==> config.mk <==
export PLATFORM = sky130hd
export DESIGN_NAME = vga_timing
export DESIGN_NICKNAME = d
export VERILOG_FILES = /design/src/rtl/vga_pkg.sv /design/src/rtl/vga_timing_sync_delay.sv /design/src/rtl/vga_timing.sv
export SDC_FILE = /design/constraint.sdc
export NUM_CORES = 1
export LEC_CHECK = 0
export CAP_MARGIN = 25
export CORE_MARGIN = 2
export CORE_UTILIZATION = 55
export CTS_BUF_LIST = sky130_fd_sc_hd__clkbuf_4 sky130_fd_sc_hd__clkbuf_8
export DETAILED_ROUTE_END_ITERATION = 7
export GPL_TIMING_DRIVEN = 0
export PLACE_DENSITY = 0.95
export SYNTH_ARGS = -nofsm -noshare
export SYNTH_HDL_FRONTEND = slang
export SYNTH_SLANG_ARGS = --single-unit
==> constraint.sdc <==
create_clock -name clk -period 3.6 [get_ports clk]
set_clock_uncertainty 0.2 [all_clocks]
set_input_delay 0.36 -clock clk [delete_from_list [all_inputs] [get_ports clk]]
set_output_delay 0.36 -clock clk [all_outputs]
set_load 0.05 [all_outputs]
==> src/rtl/vga_pkg.sv <==
// vga_pkg: timing constants shared by the VGA timing generator and the
// frame buffer.
//   - 800x480 visible area; horizontal and vertical porch and sync widths
//   - line and frame totals
//   - 11-bit coordinate width
//   - border offsets used by the frame buffer
//   - sync/de bundle type carried through the output delay line
//   - helper that maps "inside the sync window" to a pin level
package vga_pkg;

    // Coordinate width; every counter and compare is done at this width.
    localparam int unsigned COORD_W = 11;

    // Horizontal timing, in pixel clocks.
    localparam int unsigned VGA_H_VISIBLE = 800;
    localparam int unsigned VGA_H_FRONT   = 40;
    localparam int unsigned VGA_H_SYNC    = 128;
    localparam int unsigned VGA_H_BACK    = 88;
    localparam int unsigned VGA_H_TOTAL   = VGA_H_VISIBLE + VGA_H_FRONT
                                          + VGA_H_SYNC + VGA_H_BACK;   // 1056

    // Vertical timing, in lines.
    localparam int unsigned VGA_V_VISIBLE = 480;
    localparam int unsigned VGA_V_FRONT   = 13;
    localparam int unsigned VGA_V_SYNC    = 3;
    localparam int unsigned VGA_V_BACK    = 32;
    localparam int unsigned VGA_V_TOTAL   = VGA_V_VISIBLE + VGA_V_FRONT
                                          + VGA_V_SYNC + VGA_V_BACK;   // 528

    // Offsets the frame buffer applies when placing its image in the raster.
    localparam int unsigned VGA_H_BORDER  = 144;
    localparam int unsigned VGA_V_BORDER  = 112;

    // Signals that travel together through the pixel-latency delay line.
    typedef struct packed {
        logic hsync;
        logic vsync;
        logic de;
    } sync_bus_t;

    // Pin level for a sync signal: the active level inside the window,
    // the opposite level outside it.
    function automatic logic sync_level(input logic in_window, input logic pol);
        return in_window ? pol : ~pol;
    endfunction

endpackage

==> src/rtl/vga_timing_sync_delay.sv <==
// sync_delay: DEPTH-stage shift register advanced by an enable.
//   clk    - clock
//   rst_n  - asynchronous active-low reset; every stage loads IDLE
//   en     - shift enable (pixel-clock enable)
//   din    - WIDTH-bit input word
//   dout   - input delayed by DEPTH enabled steps
// With DEPTH=0 the word passes straight through, but is still forced to
// IDLE while reset is held so the outputs match the reset state of the
// staged build.
module sync_delay #(
    parameter int unsigned      DEPTH = 1,
    parameter int unsigned      WIDTH = 1,
    parameter logic [WIDTH-1:0] IDLE  = '0
) (
    input  logic             clk,
    input  logic             rst_n,
    input  logic             en,
    input  logic [WIDTH-1:0] din,
    output logic [WIDTH-1:0] dout
);

    generate
        if (DEPTH == 0) begin : g_bypass
            // Clock and enable have no role without stages.
            logic bypass_unused;
            always_comb bypass_unused = clk ^ en;

            always_comb begin
                dout = rst_n ? din : IDLE;
            end
        end else begin : g_pipe
            logic [WIDTH-1:0] stage [DEPTH];

            always_ff @(posedge clk or negedge rst_n) begin
                if (!rst_n) begin
                    for (int unsigned i = 0; i < DEPTH; i++) begin
                        stage[i] <= IDLE;
                    end
                end else if (en) begin
                    stage[0] <= din;
                    for (int unsigned i = 1; i < DEPTH; i++) begin
                        stage[i] <= stage[i-1];
                    end
                end
            end

            always_comb begin
                dout = stage[DEPTH-1];
            end
        end
    endgenerate

endmodule

==> src/rtl/vga_timing.sv <==
// vga_timing: raster counter and sync generator for an 800x480 panel.
//   clk         - system clock
//   rst_n       - asynchronous active-low reset
//   pix_en      - pixel-clock enable; all state advances only when high
//   vga_h       - horizontal pixel count, 0 .. line total - 1
//   vga_v       - vertical line count, 0 .. frame total - 1
//   active      - vga_h/vga_v inside the visible area (same cycle as counters)
//   frame_start - high while the counters sit at the origin and pix_en is high
//   hsync       - horizontal sync, delayed PIPE_DELAY pixel steps
//   vsync       - vertical sync, delayed PIPE_DELAY pixel steps
//   de          - data enable (active), delayed PIPE_DELAY pixel steps
// The delay lets hsync/vsync/de line up with pixel data that downstream
// logic registers PIPE_DELAY stages after reading vga_h/vga_v.
module vga_timing
    import vga_pkg::*;
#(
    parameter int unsigned H_VISIBLE  = VGA_H_VISIBLE,
    parameter int unsigned H_FRONT    = VGA_H_FRONT,
    parameter int unsigned H_SYNC     = VGA_H_SYNC,
    parameter int unsigned H_BACK     = VGA_H_BACK,
    parameter int unsigned V_VISIBLE  = VGA_V_VISIBLE,
    parameter int unsigned V_FRONT    = VGA_V_FRONT,
    parameter int unsigned V_SYNC     = VGA_V_SYNC,
    parameter int unsigned V_BACK     = VGA_V_BACK,
    parameter logic        SYNC_POL   = 1'b0,
    parameter int unsigned PIPE_DELAY = 1
) (
    input  logic               clk,
    input  logic               rst_n,
    input  logic               pix_en,
    output logic [COORD_W-1:0] vga_h,
    output logic [COORD_W-1:0] vga_v,
    output logic               active,
    output logic               frame_start,
    output logic               hsync,
    output logic               vsync,
    output logic               de
);

    localparam int unsigned H_TOTAL = H_VISIBLE + H_FRONT + H_SYNC + H_BACK;
    localparam int unsigned V_TOTAL = V_VISIBLE + V_FRONT + V_SYNC + V_BACK;

    // All boundaries as 11-bit values so every compare is 11-bit unsigned.
    localparam logic [COORD_W-1:0] H_LAST       = COORD_W'(H_TOTAL - 1);
    localparam logic [COORD_W-1:0] V_LAST       = COORD_W'(V_TOTAL - 1);
    localparam logic [COORD_W-1:0] H_VIS_END    = COORD_W'(H_VISIBLE);
    localparam logic [COORD_W-1:0] V_VIS_END    = COORD_W'(V_VISIBLE);
    localparam logic [COORD_W-1:0] H_SYNC_START = COORD_W'(H_VISIBLE + H_FRONT);
    localparam logic [COORD_W-1:0] H_SYNC_END   = COORD_W'(H_VISIBLE + H_FRONT + H_SYNC);
    localparam logic [COORD_W-1:0] V_SYNC_START = COORD_W'(V_VISIBLE + V_FRONT);
    localparam logic [COORD_W-1:0] V_SYNC_END   = COORD_W'(V_VISIBLE + V_FRONT + V_SYNC);

    localparam sync_bus_t IDLE_BUS = '{hsync: ~SYNC_POL, vsync: ~SYNC_POL, de: 1'b0};

    logic      at_origin;
    logic      h_in_sync;
    logic      v_in_sync;
    sync_bus_t raw_bus;
    sync_bus_t dly_bus;

    // Raster counters. vga_v only moves on the edge where vga_h wraps.
    always_ff @(posedge clk or negedge rst_n) begin
        if (!rst_n) begin
            vga_h <= '0;
            vga_v <= '0;
        end else if (pix_en) begin
            if (vga_h == H_LAST) begin
                vga_h <= '0;
                vga_v <= (vga_v == V_LAST) ? '0 : vga_v + 1'b1;
            end else begin
                vga_h <= vga_h + 1'b1;
            end
        end
    end

    // Everything below is decoded from the registered counters only, so
    // active and the undelayed syncs are consistent with vga_h/vga_v.
    always_comb begin
        at_origin = (vga_h == '0) && (vga_v == '0);
        active    = (vga_h < H_VIS_END) && (vga_v < V_VIS_END);
        h_in_sync = (vga_h >= H_SYNC_START) && (vga_h < H_SYNC_END);
        v_in_sync = (vga_v >= V_SYNC_START) && (vga_v < V_SYNC_END);
    end

    // The counters already sit at the origin while reset is held, so the
    // pulse is also qualified by rst_n to stay low during reset.
    always_comb begin
        frame_start = rst_n && pix_en && at_origin;
    end

    always_comb begin
        raw_bus       = IDLE_BUS;
        raw_bus.hsync = sync_level(h_in_sync, SYNC_POL);
        raw_bus.vsync = sync_level(v_in_sync, SYNC_POL);
        raw_bus.de    = active;
    end

    sync_delay #(
        .DEPTH (PIPE_DELAY),
        .WIDTH ($bits(sync_bus_t)),
        .IDLE  (IDLE_BUS)
    ) u_sync_delay (
        .clk   (clk),
        .rst_n (rst_n),
        .en    (pix_en),
        .din   (raw_bus),
        .dout  (dly_bus)
    );

    always_comb begin
        hsync = dly_bus.hsync;
        vsync = dly_bus.vsync;
        de    = dly_bus.de;
    end

endmodule
==> impl_results.md <==
- N_diodes: 0
- Arr. time, crit path: 2.85 ns
- Dpl cell area: approximately 1700 µm²
- Critical Path Sink Type: output port
- Clock buffer depth: 2
- Fin area: ~1800 µm²
- Post-synth top area share: approximately two fifths
- I/O Buffers: 29
- Area contributors post-synth: dfrtp_1, nand3_1, ha_1
- Ys Warns: 0
- Mux share of post-synthesis cell area: between 2 and 3%
- Clk sinks: 25
- Starting density of the core: a little under three fifths
- Net Count, Synth: approximately 160
- Worst slew pin tran: 0.625 ns
- Area leader, netlist: dfrtp_1
- CTS H-Tree Depth: 1
- Pre-antenna DRT Iters: 4
- GP Congestion: between 0.8 and 0.9
- Post-route ant nets: 0
- Overflow after GRT: 0
- Switching part of the total power: between 40 and 50%
- Core ar.: between 2000 and 2500 µm²
- Lkg Pwr: ~0.75 nW
- Syn Inst Count: around 150
- Total wire length: ~3400 µm
- Max_slew headroom: between 50 and 60%
- CTS tree: yes
- Total Die Area: 2930 µm²
- Antenna violations before repair: 0
- Wire per inst: around 16 µm
- First-pass GRT wire length: between 5000 and 6000 µm
- Post-synthesis sequential area ratio: roughly 46%
- Compound-Gate Fraction of Synth Area: 9.25%
- Combinational power share: between 30% and 40%
- Number of synthesized register bits: 25
- Power Density: 419 nW/µm²
- Die height: ~54 µm
- Reg2Reg Depth: 5
- Largest family of logic cells by synthesized area: simple AND/OR/NAND/NOR gates
- Initial drt markers: 39
- Hold WC Path Type: flop to flop
- Clock share of power: roughly 18%
- Final Max Tran Viols: 0
- RSZ-0062 raised after global routing: no
- Post-Synth XOR/XNOR Area: between 6 and 7%
- Synth unique cells: 33
- Max IR drop VDD: roughly 0.00058 V
- Clock Root Buffer: clkbuf_4
- DP Worst Slack: slightly below 0.06 ns
- Area Growth Syn to Fin: 28.5%
- Share of cells above drive strength 1: under 10%
- Setup Fix Bufs, Post-CTS: 0
- Clk slew on worst S/H paths: approximately 0.15 ns
- Fin. Hold Viols: 0
- Final #Nets: 198
- # rows: 18
- I/O pin count: 30
- Cell internal pwr: about 0.43 mW
- Syn_area_per_cell: about 9 µm²
- CTS buffer count: 3
- Vias/cell: between 6 and 7
- Finish-stage setup viols: 0
- Die X: 54.1 µm
- Dpl hpwl: ~2500 µm
- Final Worst Setup Slack: 0.188 ns
- Via Count: between 1000 and 1500
- Vias in the first global route: ~1300
- DRC Markers: 0
- Adder-cell share of the synthesized area: under 10%
- Sequential share of power: 47.0%
- Final Cycle Share: between 90% and 100%
- Max Clk Rate: 293 MHz
- CP required: 3.04 ns
- Critical Path Fanout Max: 15
- Worst Setup Start Kind: primary input
- Worst Hold Path Cells: 2
- Largest net degree at the start of global routing: 16
- Status: completed
- Sw Pwr: a little over 0.3 mW
- Tmin final: between 3 and 4 ns
- GRT Total Usage: between 20% and 30%
- Syn Std Cell Area: ~1400 µm²
- Critical path class: primary input to output port
- Max-cap violations: 0
- Later-pin clock latency in the skew report: 0.33 ns
- Synth Area in Simple Gates: 26.7%
-- power groups by stage --
stage               sequential, mW  clock, mW  combinational, mW
floorplan                    0.440          0             0.0743
global placement             0.349          0              0.247
detailed placement           0.352          0              0.256
CTS                          0.347      0.133              0.257
global route                 0.353      0.141              0.277
finish                       0.349      0.133              0.260
-- cell usage in the layout (no fill, tap or decap), types with 2 or more instances in the layout --
cell type / Yosys / layout
inv_1: 9 / 9
nand2_1: 16 / 16
nor2_1: 10 / 10
nor3_1: 5 / 5
dlygate4sd3_1: 0 / 2
nand4_1: 7 / 7
clkbuf_4: 0 / 3
xnor2_1: 4 / 4
dfrtp_1: 23 / 23
clkdlybuf4s50_1: 0 / 28
xor2_1: 6 / 6
a31oi_1: 2 / 2
or3_1: 4 / 4
mux2i_1: 3 / 3
ha_1: 5 / 5
o22ai_1: 3 / 3
nand3_1: 13 / 13
o21ai_0: 6 / 6
buf_2: 2 / 2
or4_1: 2 / 2
nand2b_1: 2 / 2
clkbuf_1: 4 / 4
dfstp_2: 2 / 2
a21oi_1: 8 / 8
nor4_1: 6 / 6
-- flip-flops by register name (all words and copies together) (netlist names) --
name	count
vga_h	11
vga_v	11
u_sync_delay.dout	3
-- per-stage QoR --
stage / std cells / power, mW / hold slack (ns) / TNS, ns / util (%)
after floorplan: 153 / 0.514 / -0.136 / 0 / -
after global placement: 212 / 0.596 / 0.282 / -0.135 / 70.2
after detailed placement: 213 / 0.609 / 0.282 / 0 / 70.8
after CTS: 217 / 0.738 / 0.183 / 0 / 72.0
after global routing: 219 / 0.770 / 0.324 / 0 / 72.9
final: 219 / 0.743 / 0.301 / 0 / 72.9
-- path summary, 6_finish.rpt --
path	startpoint	slack, ns	endpoint
max	rst_n	0.19	frame_start
min	u_sync_delay.dout[2]	0.30	u_sync_delay.dout[2]
max reg2reg	vga_h[7]	1.07	vga_v[8]
min reg2reg	u_sync_delay.dout[2]	0.30	u_sync_delay.dout[2]
max in group asynchronous	rst_n	1.87	vga_v[2]
min in group asynchronous	rst_n	0.43	u_sync_delay.dout[2]
-- Yosys cell counts --
cell type  count
dfstp_2        2
mux2i_1        3
ha_1           5
and4b_1        1
o311ai_0       1
a31oi_1        2
nor2_1        10
and3_2         1
nand4_1        7
o21ai_0        6
and3_1         1
clkbuf_2       1
nor3_1         5
dfrtp_1       23
o32a_1         1
inv_1          9
nand2b_1       2
mux2_2         1
xor2_1         6
or2_2          1
or3_1          4
clkbuf_1       4
o22ai_1        3
a21oi_1        8
o31ai_1        1
nor4_1         6
buf_2          2
nand3_1       13
or4_1          2
xnor2_1        4
nand2_1       16
nor2b_1        1
or4_4          1
-- critical path: stages --
cell	delay [ns]
dlygate4sd3_1	0.52
dlymetal6s2s_1	0.24
buf_8	0.21
nand2_1	0.07
nor2_1	0.09
nand4_1	0.12
nor4_1	0.36
clkdlybuf4s50_1	0.87
-- routing by layer --
layer | wire length, µm | global-route usage [%] | up-vias
met2 | 1740 | 45.9 | 67
met5 | 0 | 0 | -
met4 | 104 | 14.6 | 0
li1 | - | - | 618
met1 | 1320 | 29.8 | 626
met3 | 235 | 4.17 | 12
-- cell type report --
type / count / area (µm²)
Clock inverter: 1 / 5.00
Fill cell: 205 / 659
Tap cell: 30 / 37.5
Inverter: 9 / 33.8
Sequential cell: 25 / 628
Multi-Input combinational cell: 112 / 688
Timing Repair Buffer: 32 / 328
Clock buffer: 3 / 22.5
Buffer: 7 / 30.0
-- repair_timing --
item / CTS / global route
setup endpoints to repair: 0 / 1
hold buffers: 0 / 2
gates resized for setup: 0 / 1
endpoints found under the hold margin: 0 / 10
-- logic make-up after synthesis --
group	after synthesis
and+or+nand+nor	71
DFF	25
AOI/OAI and AO/OA	22
buffers and inverters	16
xor gates and xnor gates	10
adders and majority gates	5
muxes	4
No activity file was read; power rests on OpenSTA's default activity.
